File: src/rtl/cluster_tcdm_prio_ctrl.sv
// cluster_tcdm_prio_ctrl
// Run-time priority controller for the cluster HCI. It watches stall activity
// on the log (core + DMA) branch and the HWPE branch, and flips the HCI
// priority inversion so that the losing side cannot starve. A small
// peripheral-style register port programs the policy and hysteresis.

module cluster_tcdm_prio_ctrl #(
    parameter int NB_CORES  = 8,
    parameter int NB_DMAS   = 4,
    parameter int CNT_WIDTH = 10
) (
    input  logic                 clk_i,
    input  logic                 rst_i,
    input  logic                 cfg_req_i,
    input  logic                 cfg_wen_i,
    input  logic [2:0]           cfg_addr_i,
    input  logic [31:0]          cfg_wdata_i,
    output logic                 cfg_gnt_o,
    output logic                 cfg_r_valid_o,
    output logic [31:0]          cfg_r_rdata_o,
    input  logic [NB_CORES-1:0]  core_req_i,
    input  logic [NB_CORES-1:0]  core_gnt_i,
    input  logic [NB_DMAS-1:0]   dma_req_i,
    input  logic [NB_DMAS-1:0]   dma_gnt_i,
    input  logic                 hwpe_req_i,
    input  logic                 hwpe_gnt_i,
    output logic [1:0]           arb_policy_o,
    output logic                 invert_prio_o,
    output logic [7:0]           low_prio_max_stall_o
);

    // ------------------------------------------------------------------
    // Constants and types
    // ------------------------------------------------------------------
    localparam logic [2:0] ADDR_CTRL      = 3'd0;
    localparam logic [2:0] ADDR_MAX_STALL = 3'd1;
    localparam logic [2:0] ADDR_THRESH    = 3'd2;
    localparam logic [2:0] ADDR_WINDOW    = 3'd3;
    localparam logic [2:0] ADDR_STATUS    = 3'd4;

    localparam logic [CNT_WIDTH-1:0] CNT_ZERO = {CNT_WIDTH{1'b0}};
    localparam logic [CNT_WIDTH-1:0] CNT_ONE  = CNT_WIDTH'(1);
    localparam logic [CNT_WIDTH-1:0] CNT_MAX  = {CNT_WIDTH{1'b1}};

    typedef enum logic [1:0] {
        ST_DISABLED  = 2'd0,
        ST_LOG_PRIO  = 2'd1,
        ST_HWPE_PRIO = 2'd2
    } state_e;

    // Saturating increment: the counter sticks at all-ones.
    function automatic logic [CNT_WIDTH-1:0] sat_inc(
        input logic [CNT_WIDTH-1:0] value,
        input logic                 en
    );
        logic [CNT_WIDTH-1:0] result;
        if (en && (value != CNT_MAX)) begin
            result = value + CNT_ONE;
        end else begin
            result = value;
        end
        return result;
    endfunction

    // ------------------------------------------------------------------
    // Declarations
    // ------------------------------------------------------------------
    logic [3:0]           ctrl_r;
    logic [7:0]           max_stall_r;
    logic [CNT_WIDTH-1:0] thresh_r;
    logic [CNT_WIDTH-1:0] window_r;

    logic                 wr_en_s;
    logic                 rd_en_s;
    logic [31:0]          rd_data_s;
    logic [31:0]          rdata_nxt_s;
    logic                 r_valid_r;
    logic [31:0]          r_rdata_r;

    logic                 auto_en_s;
    logic                 static_inv_s;
    logic                 log_stall_s;
    logic                 hwpe_stall_s;

    state_e               state_r;
    state_e               state_nxt_s;
    logic [CNT_WIDTH-1:0] log_cnt_r;
    logic [CNT_WIDTH-1:0] log_cnt_nxt_s;
    logic [CNT_WIDTH-1:0] hwpe_cnt_r;
    logic [CNT_WIDTH-1:0] hwpe_cnt_nxt_s;
    logic [CNT_WIDTH-1:0] dwell_r;
    logic [CNT_WIDTH-1:0] dwell_nxt_s;
    logic [15:0]          flips_r;
    logic [15:0]          flips_nxt_s;
    logic                 inv_r;
    logic                 inv_nxt_s;

    logic [CNT_WIDTH-1:0] log_inc_s;
    logic [CNT_WIDTH-1:0] hwpe_inc_s;
    logic [CNT_WIDTH-1:0] dwell_dec_s;
    logic                 switch_ok_s;

    logic [1:0]           arb_policy_r;
    logic [7:0]           max_stall_out_r;

    // Write data bits above the widest field are never stored.
    logic                 unused_wdata_s;

    // ------------------------------------------------------------------
    // Configuration port
    // ------------------------------------------------------------------
    assign cfg_gnt_o      = cfg_req_i;
    assign wr_en_s        = cfg_req_i & ~cfg_wen_i;
    assign rd_en_s        = cfg_req_i &  cfg_wen_i;
    assign unused_wdata_s = ^cfg_wdata_i[31:CNT_WIDTH];

    // Configuration registers, written one edge after the granted request
    always_ff @(posedge clk_i or posedge rst_i) begin
        if (rst_i) begin
            ctrl_r      <= 4'd0;
            max_stall_r <= 8'd8;
            thresh_r    <= CNT_WIDTH'(16);
            window_r    <= CNT_WIDTH'(64);
        end else if (wr_en_s) begin
            case (cfg_addr_i)
                ADDR_CTRL:      ctrl_r      <= cfg_wdata_i[3:0];
                ADDR_MAX_STALL: max_stall_r <= cfg_wdata_i[7:0];
                ADDR_THRESH:    thresh_r    <= cfg_wdata_i[CNT_WIDTH-1:0];
                ADDR_WINDOW:    window_r    <= cfg_wdata_i[CNT_WIDTH-1:0];
                default:        ctrl_r      <= ctrl_r;
            endcase
        end else begin
            ctrl_r <= ctrl_r;
        end
    end

    // Read mux over the current register values; unmapped indices read 0
    always_comb begin
        rd_data_s = 32'd0;
        case (cfg_addr_i)
            ADDR_CTRL:      rd_data_s = {28'd0, ctrl_r};
            ADDR_MAX_STALL: rd_data_s = {24'd0, max_stall_r};
            ADDR_THRESH:    rd_data_s = 32'(thresh_r);
            ADDR_WINDOW:    rd_data_s = 32'(window_r);
            ADDR_STATUS:    rd_data_s = {flips_r, 8'(log_cnt_r), 5'd0, state_r, inv_r};
            default:        rd_data_s = 32'd0;
        endcase
    end

    // Response data: read value for reads, zero for writes and idle cycles
    always_comb begin
        rdata_nxt_s = 32'd0;
        if (rd_en_s) begin
            rdata_nxt_s = rd_data_s;
        end else begin
            rdata_nxt_s = 32'd0;
        end
    end

    // Response channel: one-cycle valid pulse after every granted access
    always_ff @(posedge clk_i or posedge rst_i) begin
        if (rst_i) begin
            r_valid_r <= 1'b0;
            r_rdata_r <= 32'd0;
        end else begin
            r_valid_r <= cfg_req_i;
            r_rdata_r <= rdata_nxt_s;
        end
    end

    assign cfg_r_valid_o = r_valid_r;
    assign cfg_r_rdata_o = r_rdata_r;

    // ------------------------------------------------------------------
    // Stall detection and priority FSM
    // ------------------------------------------------------------------
    assign auto_en_s    = ctrl_r[0];
    assign static_inv_s = ctrl_r[1];

    assign log_stall_s  = (|(core_req_i & ~core_gnt_i)) | (|(dma_req_i & ~dma_gnt_i));
    assign hwpe_stall_s = hwpe_req_i & ~hwpe_gnt_i;

    assign log_inc_s    = sat_inc(log_cnt_r, log_stall_s);
    assign hwpe_inc_s   = sat_inc(hwpe_cnt_r, hwpe_stall_s);
    // A zero threshold freezes the current priority while counters keep running.
    assign switch_ok_s  = (dwell_r == CNT_ZERO) && (thresh_r != CNT_ZERO);

    // Dwell counts down to zero and then holds
    always_comb begin
        dwell_dec_s = dwell_r;
        if (dwell_r != CNT_ZERO) begin
            dwell_dec_s = dwell_r - CNT_ONE;
        end else begin
            dwell_dec_s = CNT_ZERO;
        end
    end

    // Next state, counters and inversion; clearing AUTO_EN beats any switch
    always_comb begin
        state_nxt_s    = state_r;
        log_cnt_nxt_s  = log_cnt_r;
        hwpe_cnt_nxt_s = hwpe_cnt_r;
        dwell_nxt_s    = dwell_r;
        flips_nxt_s    = flips_r;
        inv_nxt_s      = inv_r;
        if (!auto_en_s) begin
            state_nxt_s    = ST_DISABLED;
            log_cnt_nxt_s  = CNT_ZERO;
            hwpe_cnt_nxt_s = CNT_ZERO;
            dwell_nxt_s    = CNT_ZERO;
            inv_nxt_s      = static_inv_s;
        end else begin
            case (state_r)
                ST_DISABLED: begin
                    state_nxt_s    = ST_LOG_PRIO;
                    log_cnt_nxt_s  = CNT_ZERO;
                    hwpe_cnt_nxt_s = CNT_ZERO;
                    dwell_nxt_s    = window_r;
                    inv_nxt_s      = 1'b0;
                end
                ST_LOG_PRIO: begin
                    // Log side has priority: watch the HWPE side starving.
                    if (switch_ok_s && (hwpe_inc_s >= thresh_r)) begin
                        state_nxt_s    = ST_HWPE_PRIO;
                        log_cnt_nxt_s  = CNT_ZERO;
                        hwpe_cnt_nxt_s = CNT_ZERO;
                        dwell_nxt_s    = window_r;
                        flips_nxt_s    = flips_r + 16'd1;
                        inv_nxt_s      = 1'b1;
                    end else begin
                        hwpe_cnt_nxt_s = hwpe_inc_s;
                        dwell_nxt_s    = dwell_dec_s;
                        inv_nxt_s      = 1'b0;
                    end
                end
                ST_HWPE_PRIO: begin
                    // HWPE side has priority: watch the log side starving.
                    if (switch_ok_s && (log_inc_s >= thresh_r)) begin
                        state_nxt_s    = ST_LOG_PRIO;
                        log_cnt_nxt_s  = CNT_ZERO;
                        hwpe_cnt_nxt_s = CNT_ZERO;
                        dwell_nxt_s    = window_r;
                        flips_nxt_s    = flips_r + 16'd1;
                        inv_nxt_s      = 1'b0;
                    end else begin
                        log_cnt_nxt_s  = log_inc_s;
                        dwell_nxt_s    = dwell_dec_s;
                        inv_nxt_s      = 1'b1;
                    end
                end
                default: begin
                    state_nxt_s    = ST_DISABLED;
                    log_cnt_nxt_s  = CNT_ZERO;
                    hwpe_cnt_nxt_s = CNT_ZERO;
                    dwell_nxt_s    = CNT_ZERO;
                    inv_nxt_s      = static_inv_s;
                end
            endcase
        end
    end

    // FSM state, counters and the registered inversion output
    always_ff @(posedge clk_i or posedge rst_i) begin
        if (rst_i) begin
            state_r    <= ST_DISABLED;
            log_cnt_r  <= CNT_ZERO;
            hwpe_cnt_r <= CNT_ZERO;
            dwell_r    <= CNT_ZERO;
            flips_r    <= 16'd0;
            inv_r      <= 1'b0;
        end else begin
            state_r    <= state_nxt_s;
            log_cnt_r  <= log_cnt_nxt_s;
            hwpe_cnt_r <= hwpe_cnt_nxt_s;
            dwell_r    <= dwell_nxt_s;
            flips_r    <= flips_nxt_s;
            inv_r      <= inv_nxt_s;
        end
    end

    // Registered pass-through of policy and max-stall to the interconnect
    always_ff @(posedge clk_i or posedge rst_i) begin
        if (rst_i) begin
            arb_policy_r    <= 2'd0;
            max_stall_out_r <= 8'd8;
        end else begin
            arb_policy_r    <= ctrl_r[3:2];
            max_stall_out_r <= max_stall_r;
        end
    end

    assign arb_policy_o         = arb_policy_r;
    assign invert_prio_o        = inv_r;
    assign low_prio_max_stall_o = max_stall_out_r;

endmodule

File: config.mk
export PLATFORM = sky130hd
export DESIGN_NAME = cluster_tcdm_prio_ctrl
export DESIGN_NICKNAME = d
export VERILOG_FILES = /design/src/rtl/cluster_tcdm_prio_ctrl.sv
export SDC_FILE = /design/constraint.sdc
export NUM_CORES = 1
export LEC_CHECK = 0
export BUFFER_PORTS_ARGS = -buffer_cell sky130_fd_sc_hd__clkbuf_2
export CORE_ASPECT_RATIO = 0.5
export CORE_MARGIN = 4
export CORE_UTILIZATION = 50
export DETAILED_ROUTE_END_ITERATION = 7
export PLACE_DENSITY = 0.85
export SLEW_MARGIN = 0
export SYNTH_ARGS = -nofsm -noshare
export SYNTH_HDL_FRONTEND = slang
export SYNTH_SLANG_ARGS = --single-unit
File: constraint.sdc
create_clock -name clk_i -period 6.2 [get_ports clk_i]
set_input_delay 1.86 -clock clk_i [delete_from_list [all_inputs] [get_ports clk_i]]
set_output_delay 1.86 -clock clk_i [all_outputs]
set_load 0.1 [all_outputs]
==> insert_results.sql, run 1 <==
INSERT INTO impl_metrics (metric_group, metric, value, unit) VALUES
('run_status', 'status', 'finished, final reports clean', ''),
('worst_setup_path', 'cp_max_fo', '9', ''),
('clocking', 'ctsRootBufferMaster', 'sky130_fd_sc_hd__clkbuf_16', ''),
('yosys', 'netlist.area_leader.share', '47.9', '%'),
('timing', 'unrepaired_setup_endpoints_after_global_routing', 'false', ''),
('clocking', 'cts-root-to-sink-buffers', '2', ''),
('timing', 'slew-limit-headroom', '30.0', '%'),
('layout', 'filler_cells', '872', ''),
('yosys', 'ys_ff_latch', '124', ''),
('clocking', 'h-tree-depth', '4', ''),
('clocking', 'cts.sink_count', '124', ''),
('worst_setup_path', 'worst_setup_path_end_kind', 'flip-flop', ''),
('clocking', 'postCtsSetupRepairBufs', '0', ''),
('drt', 'drtPass1Iterations', '6', ''),
('place', 'dpl.cell_count', '798', ''),
('yosys', 'adder_cell_share_of_the_synthesized_area', '5.79', '%'),
('yosys', 'ys_seq_area_share', '49.6', '%'),
('timing', 'timing.clock.skew', '0.0123', 'ns'),
('yosys', 'netlist.top_cell.by_area', 'sky130_fd_sc_hd__dfrtp_1', ''),
('timing', 'finalHoldViolCount', '0', ''),
('timing', 'clock.fmax', '0.203', 'GHz'),
('die', 'dieArea', '14500', 'um2'),
('grt', 'grt.total_usage', '21.6', '%'),
('yosys', 'mappedNetlistArea', '6260', 'um2'),
('die', 'core', '12000', 'um2'),
('die', 'start_util', '52.1', '%'),
('worst_setup_path', 'timing.critical_path.arrival', '5.23', 'ns'),
('yosys', 'biggest_area_contributors_in_the_synthesized_netlist', 'sky130_fd_sc_hd__dfrtp_1 48%, sky130_fd_sc_hd__mux2_2 7.0%, sky130_fd_sc_hd__ha_1 5.8%, sky130_fd_sc_hd__xnor2_1 4.1%, sky130_fd_sc_hd__nand2_1 2.3%', ''),
('power', 'design_power', '2.88', 'mW'),
('power', 'power.static_leakage', '3.48', 'nW'),
('grt', 'overflow', '0', ''),
('worst_setup_path', 'r2r_start', 'log_cnt_r[0]', ''),
('yosys', 'muxShareOfSynthArea', '8.93', '%'),
('drt', 'ant_nets', '0', ''),
('clocking', 'worstSkewPairLatency', '0.41', 'ns'),
('layout', 'synthToLayoutAreaGrowth', '18.7', '%'),
('place', 'io_buffers', '87', ''),
('yosys', 'fraction_of_synthesized_cell_area_in_xor_and_xnor_cells', '5.73', '%'),
('yosys', 'synth-main-ff-cell', 'sky130_fd_sc_hd__dfrtp_1', ''),
('die', 'die_width', '166', 'um'),
('power', 'highest_ir_drop_seen_on_vdd', '196', 'uV'),
('drt', 'vias_per_cell', '5.79', ''),
('yosys', 'synth_compound_gate_area_share', '9.29', '%'),
('yosys', 'yosysUniqueCellTypes', '56', ''),
('timing', 'finalHoldWorstSlack', '0.373', 'ns'),
('drt', 'met1Wirelength', '6.27', 'mm'),
('clocking', 'clk_pin_slew', '0.06', 'ns'),
('drt', 'dr.max_layer_used', 'met4', ''),
('worst_setup_path', 'timing_worst_setup_path_type', 'primary input to flip-flop', ''),
('layout', 'multi_input_area', '2980', 'um2'),
('yosys', 'netlist_top_cells_count', '120 x sky130_fd_sc_hd__dfrtp_1, 39 x sky130_fd_sc_hd__mux2_2, 39 x sky130_fd_sc_hd__nand2_1', ''),
('worst_setup_path', 'critical_path.max_stage_delay', '0.50', 'ns'),
('place', 'detailed_place_hpwl', '10.0', 'mm'),
('worst_setup_path', 'timing.critical_path.slowest_stage_cell', 'sky130_fd_sc_hd__o31ai_2', ''),
('min_path', 'hp-start', 'max_stall_r[3]', ''),
('die', 'placement_rows', '28', ''),
('place', 'globalplace.congestion', '0.815', ''),
('layout', 'final_layout_size_suffix_gt1_share', '28.0', '%'),
('worst_setup_path', 'worstSetupStartpointType', 'primary input', ''),
('die', 'die_ht', '87.1', 'um'),
('drt', 'first_iter_violations', '495', ''),
('place', 'place_worst_setup_slack', '0.964', 'ns'),
('layout', 'final_net_count', '746', ''),
('worst_setup_path', 'crit_required', '6.51', 'ns'),
('clocking', 'cts-buffers-inserted', '17', ''),
('layout', 'final_core_utilization', '61.9', '%'),
('drt', 'wl_met2', '7.53', 'mm'),
('drt', 'met3_routed_wirelength', '1.23', 'mm'),
('place', 'placedInstanceArea', '6860', 'um2'),
('timing', 'setup_violations', '0', ''),
('worst_setup_path', 'startpoint', 'dma_gnt_i[3]', '');
==> worst paths after layout <==
kind / endpoint / cells after the start
min in group asynchronous: cfg_r_rdata_o[30] / 2
setup / recovery: log_cnt_r[6] / 14
hold reg to reg: low_prio_max_stall_o[3] / 0
hold / removal: low_prio_max_stall_o[3] / 0
setup reg to reg: log_cnt_r[6] / 14
max in group asynchronous: cfg_r_rdata_o[24] / 3
==> layout by cell type (no fill, tap or decap), types with 3 or more instances in the layout <==
cell type | netlist | routed
sky130_fd_sc_hd__mux2_2 | 39 | 39
sky130_fd_sc_hd__o22ai_1 | 6 | 6
sky130_fd_sc_hd__o2111ai_1 | 3 | 3
sky130_fd_sc_hd__nand3b_1 | 6 | 6
sky130_fd_sc_hd__ha_1 | 29 | 29
sky130_fd_sc_hd__a21o_1 | 3 | 3
sky130_fd_sc_hd__o21a_1 | 3 | 3
sky130_fd_sc_hd__xor2_1 | 12 | 12
sky130_fd_sc_hd__clkinvlp_4 | 0 | 4
sky130_fd_sc_hd__o21ai_0 | 7 | 7
sky130_fd_sc_hd__nand4_1 | 7 | 7
sky130_fd_sc_hd__o211ai_2 | 3 | 3
sky130_fd_sc_hd__clkbuf_2 | 1 | 87
sky130_fd_sc_hd__and3_1 | 6 | 6
sky130_fd_sc_hd__buf_4 | 1 | 4
sky130_fd_sc_hd__nand3_1 | 29 | 29
sky130_fd_sc_hd__nand2_1 | 39 | 39
sky130_fd_sc_hd__and2_1 | 23 | 23
sky130_fd_sc_hd__nand2b_1 | 19 | 19
sky130_fd_sc_hd__o32ai_1 | 3 | 3
sky130_fd_sc_hd__a22oi_1 | 4 | 4
sky130_fd_sc_hd__nor2b_1 | 5 | 5
sky130_fd_sc_hd__a31oi_1 | 5 | 5
sky130_fd_sc_hd__clkbuf_16 | 0 | 17
sky130_fd_sc_hd__and4_1 | 4 | 4
sky130_fd_sc_hd__nor3_1 | 8 | 8
sky130_fd_sc_hd__a21oi_1 | 23 | 23
sky130_fd_sc_hd__dfstp_2 | 4 | 4
sky130_fd_sc_hd__dfrtp_1 | 120 | 120
sky130_fd_sc_hd__mux2i_1 | 3 | 3
sky130_fd_sc_hd__nor4_2 | 4 | 4
sky130_fd_sc_hd__xnor2_1 | 29 | 29
sky130_fd_sc_hd__or3_1 | 9 | 9
sky130_fd_sc_hd__o2bb2ai_1 | 11 | 11
sky130_fd_sc_hd__mux4_2 | 4 | 4
sky130_fd_sc_hd__inv_1 | 25 | 24
sky130_fd_sc_hd__nor4_1 | 3 | 3
sky130_fd_sc_hd__nor2_1 | 21 | 21
sky130_fd_sc_hd__clkbuf_1 | 10 | 3
==> power by group <==
| group | internal (mW) | switching (mW) | total, mW |
|---|---|---|---|
| logic | 0.297 | 0.557 | 0.853 |
| clock network | 0.613 | 0.360 | 0.973 |
| registers | 0.930 | 0.121 | 1.05 |
| total | 1.84 | 1.04 | 2.88 |
==> area by class of cell <==
| type | instances | share of cell area [%] |
|---|---|---|
| well taps | 165 | 2.78 |
| inverters | 25 | 1.30 |
| flip-flops and latches | 124 | 41.8 |
| multi-input cells | 393 | 40.1 |
| repair buffers | 91 | 6.26 |
| clock buffers | 22 | 6.24 |
| clock inverters | 10 | 1.58 |
==> per-layer routing <==
metal	up-vias	global-route usage, %
met4	0	9.06
li1	2179	-
met5	-	0
met3	34	5.94
met1	2348	26.6
met2	245	36.8
==> flip-flops by register name (all words and copies together), names as in the netlist, 2 cells and up <==
name / flops
dwell_r: 10
window_r: 10
hwpe_cnt_r: 10
low_prio_max_stall_o: 8
thresh_r: 10
cfg_r_rdata_o: 32
log_cnt_r: 10
flips_r: 16
ctrl_r: 4
state_r: 2
arb_policy_o: 2
max_stall_r: 8
==> cells by family (layout without fill, tap and decap cells) <==
logic type / count (synthesis) / count (layout)
muxes: 46 / 46
DFF: 124 / 124
AOI/OAI and AO/OA: 80 / 80
buffers and inverters: 44 / 148
and+or+nand+nor: 197 / 197
adders and majority gates: 29 / 29
xor gates and xnor gates: 41 / 41
Power figures use the tool's default switching activity.
==> run 2: changes to the inputs <==
- clock period: 6.2 -> 5 ns (I/O delays scaled with it)
==> run 2 against run 1 <==
Against the previous run: critical endpoint is now dwell_r[2]; non-clock buffer count grew 5; clock skew shrank 0.0016 ns; sequential power increased by 25%; largest cell class unchanged.
==> insert_results.sql, run 2 (synthesized netlist as in run 1, its figures left out) <==
INSERT INTO impl_metrics (metric_group, metric, value, unit) VALUES
('clocking', 'worstSkewPairLatency', '0.42', 'ns'),
('worst_setup_path', 'timing.critical_path.arrival', '4.88', 'ns'),
('power', 'switching_power_total', '1.35', 'mW'),
('drt', 'drtPass1Iterations', '5', ''),
('layout', 'final_net_count', '751', ''),
('clocking', 'ctsRootBufferMaster', 'sky130_fd_sc_hd__clkbuf_16', ''),
('timing', 'finalHoldViolCount', '0', ''),
('worst_setup_path', 'crit-reg2reg-capture', 'dwell_r[2]', ''),
('grt', 'grt.total_usage', '23.0', '%'),
('clocking', 'postCtsSetupRepairBufs', '0', ''),
('grt', 'global_route_wire_length_before_repair', '25.9', 'mm'),
('worst_setup_path', 'timing_worst_setup_path_type', 'primary input to flip-flop', ''),
('timing', 'final_min_period_over_clock_period', '91.0', '%'),
('timing', 'drv_slew', '0', ''),
('timing', 'clock.fmax', '0.220', 'GHz'),
('worst_setup_path', 'worst_setup_path_end_kind', 'flip-flop', ''),
('timing', 'timing.clock.skew', '0.0107', 'ns'),
('worst_setup_path', 'timing.critical_path.slowest_stage_cell', 'sky130_fd_sc_hd__nor2_1', ''),
('worst_setup_path', 'startpoint', 'hwpe_gnt_i', ''),
('layout', 'largest_reg_flops', '32', ''),
('die', 'num_io_pins', '110', ''),
('timing', 'unrepaired_setup_endpoints_after_global_routing', 'false', ''),
('run_status', 'status', 'finished, final reports clean', ''),
('die', 'die_width', '166', 'um'),
('run', 'maxCapViolations', '0', ''),
('drt', 'detailroute.via_count', '4825', ''),
('grt', 'grt_pass1_vias', '5002', ''),
('drt', 'first_iter_violations', '413', ''),
('grt', 'number_of_antenna_violations_at_the_first_check_in_global_routing', '0', ''),
('drt', 'vias_per_cell', '5.78', ''),
('layout', 'final_layout_size_suffix_gt1_share', '28.7', '%'),
('clocking', 'cts-root-to-sink-buffers', '2', ''),
('drt', 'remaining_drc_errors', '0', ''),
('worst_setup_path', 'cp_max_fo', '10', ''),
('layout', 'synthToLayoutAreaGrowth', '20.0', '%'),
('layout', 'antennaDiodeCount', '0', ''),
('clocking', 'cts.sink_count', '124', ''),
('grt', 'grt_max_degree', '71', ''),
('worst_setup_path', 'r2r_start', 'hwpe_cnt_r[3]', ''),
('worst_setup_path', 'worstSetupStartpointType', 'primary input', ''),
('timing', 'worst_pin_slew', '0.877', 'ns'),
('place', 'io_buffers', '87', ''),
('timing', 'setup_violations', '0', ''),
('power', 'highest_ir_drop_seen_on_vdd', '261', 'uV'),
('power', 'pwr-share-clk', '35.5', '%'),
('die', 'start_util', '52.1', '%'),
('power', 'power.density', '495', 'nW/um2'),
('die', 'placement_rows', '28', ''),
('worst_setup_path', 'crit_required', '5.33', 'ns'),
('drt', 'ant_nets', '0', ''),
('place', 'detailed_place_hpwl', '10.7', 'mm'),
('place', 'globalplace.congestion', '0.837', ''),
('clocking', 'cts-buffers-inserted', '17', ''),
('layout', 'final_core_utilization', '62.5', '%'),
('power', 'internal_power', '2.37', 'mW'),
('layout', 'multi_input_area', '2980', 'um2'),
('power', 'power.switching_fraction', '36.3', '%'),
('clocking', 'ctsResizeCount', '0', ''),
('layout', 'layout.cells.most_common', 'sky130_fd_sc_hd__dfrtp_1', ''),
('power', 'share_seq_of_total_power', '35.2', '%'),
('die', 'die_ht', '87.1', 'um'),
('min_path', 'timing.hold.worst.class', 'flip-flop to flip-flop', ''),
('worst_setup_path', 'crit_chain', 'clkbuf_2, nand2b_1, a31oi_4, nand4_1, or3_1, nand2_1, ha_1, a21oi_1, o21ai_0, o31a_2, nor2_1, o211ai_2, o2bb2ai_1', ''),
('clocking', 'h-tree-depth', '4', ''),
('die', 'dieArea', '14500', 'um2'),
('power', 'power.static_leakage', '3.53', 'nW'),
('clocking', 'cts_tree', 'yes', ''),
('clocking', 'clk_pin_slew', '0.06', 'ns'),
('timing', 'period_needed', '4.55', 'ns'),
('timing', 'slew-limit-headroom', '41.6', '%'),
('timing', 'setup_tns', '0', 'ns'),
('drt', 'wl', '16.2', 'mm'),
('die', 'core', '12000', 'um2'),
('worst_setup_path', 'worst_r2r_path_depth', '13', ''),
('layout', 'regArea', '3110', 'um2'),
('worst_setup_path', 'critical_path.max_stage_delay', '0.49', 'ns'),
('layout', 'most-common-layout-cells', '120 x sky130_fd_sc_hd__dfrtp_1, 87 x sky130_fd_sc_hd__clkbuf_2, 39 x sky130_fd_sc_hd__mux2_2, 39 x sky130_fd_sc_hd__nand2_1', ''),
('grt', 'overflow', '0', ''),
('worst_setup_path', 'ff2ff_setup_slack', '0.82', 'ns'),
('layout', 'filler_cells', '858', ''),
('power', 'combinationalPowerShare', '29.3', '%'),
('worst_setup_path', 'endpoint', 'dwell_r[2]', ''),
('drt', 'dr_wl_cell', '19.4', 'um'),
('clocking', 'cts_hold_buf', '0', '');
[run 2: cell count changes in the layout (fill, tap and decap cells not counted)]
cell,delta
sky130_fd_sc_hd__buf_4,+5
sky130_fd_sc_hd__clkinvlp_4,-3
sky130_fd_sc_hd__bufinv_16,+2
sky130_fd_sc_hd__clkbuf_8,-2
sky130_fd_sc_hd__clkinv_4,+2
sky130_fd_sc_hd__inv_6,+2
sky130_fd_sc_hd__clkbuf_1,-1
[run 2: power groups by stage]
stage | registers (mW) | logic, mW | clock network (mW)
after CTS | 1.30 | 1.08 | 1.32
after global placement | 1.30 | 0.985 | 0
after global routing | 1.33 | 1.17 | 1.37
final | 1.31 | 1.09 | 1.32
after detailed placement | 1.31 | 1.04 | 0
after floorplan | 1.45 | 0.625 | 0
[run 2: worst min-delay path by stage]
| stage | from | cells after the start | slack (ns) | to |
|---|---|---|---|---|
| finish | max_stall_r[3] | 0 | 0.38 | low_prio_max_stall_o[3] |
| detailed placement | max_stall_r[3] | 0 | 0.37 | low_prio_max_stall_o[3] |
| CTS | max_stall_r[3] | 0 | 0.38 | low_prio_max_stall_o[3] |
| global placement | max_stall_r[3] | 0 | 0.36 | low_prio_max_stall_o[3] |
| global route | max_stall_r[3] | 0 | 0.39 | low_prio_max_stall_o[3] |
| floorplan | max_stall_r[3] | 0 | 0.36 | low_prio_max_stall_o[3] |
[run 2: layout make-up]
class / count / share of cell area (%)
clock buffer: 19 / 5.76
clock inverter: 13 / 2.53
inverter: 25 / 1.28
multi-input combinational: 393 / 39.6
sequential: 124 / 41.4
tap: 165 / 2.75
timing repair buffer: 96 / 6.69
[run 2: critical path: cells and delay by family]
| kind | cells | cell delay, ns |
|---|---|---|
| AO/OA/AOI/OAI | 6 | 1.56 |
| AND/OR/NAND/NOR | 5 | 1.49 |
| adder cells (fa/ha/maj) | 1 | 0.25 |
| buffers and inverters | 1 | 0.07 |
[run 2: through the flow]
stage,setup slack [ns],power [mW],std cells,hold slack [ns],area (um2)
after floorplan,0.207,2.07,561,0.357,6260
after global placement,0.308,2.29,803,0.363,6890
after detailed placement,0.213,2.35,803,0.370,6890
after CTS,0.547,3.71,835,0.378,7520
after global routing,0.271,3.87,835,0.388,7520
final,0.448,3.72,835,0.377,7520
[run 2: per-layer routing]
layer / GRT usage (%) / wire (um) / vias to the layer above / part of all wire [%]
met1: 28.0 / 6630 / 2404 / 41
met4: 8.98 / 353 / 0 / 2.2
met2: 39.2 / 8190 / 186 / 51
met5: 0 / 0 / - / 0
met3: 7.03 / 1040 / 43 / 6.4
li1: - / - / 2192 / -
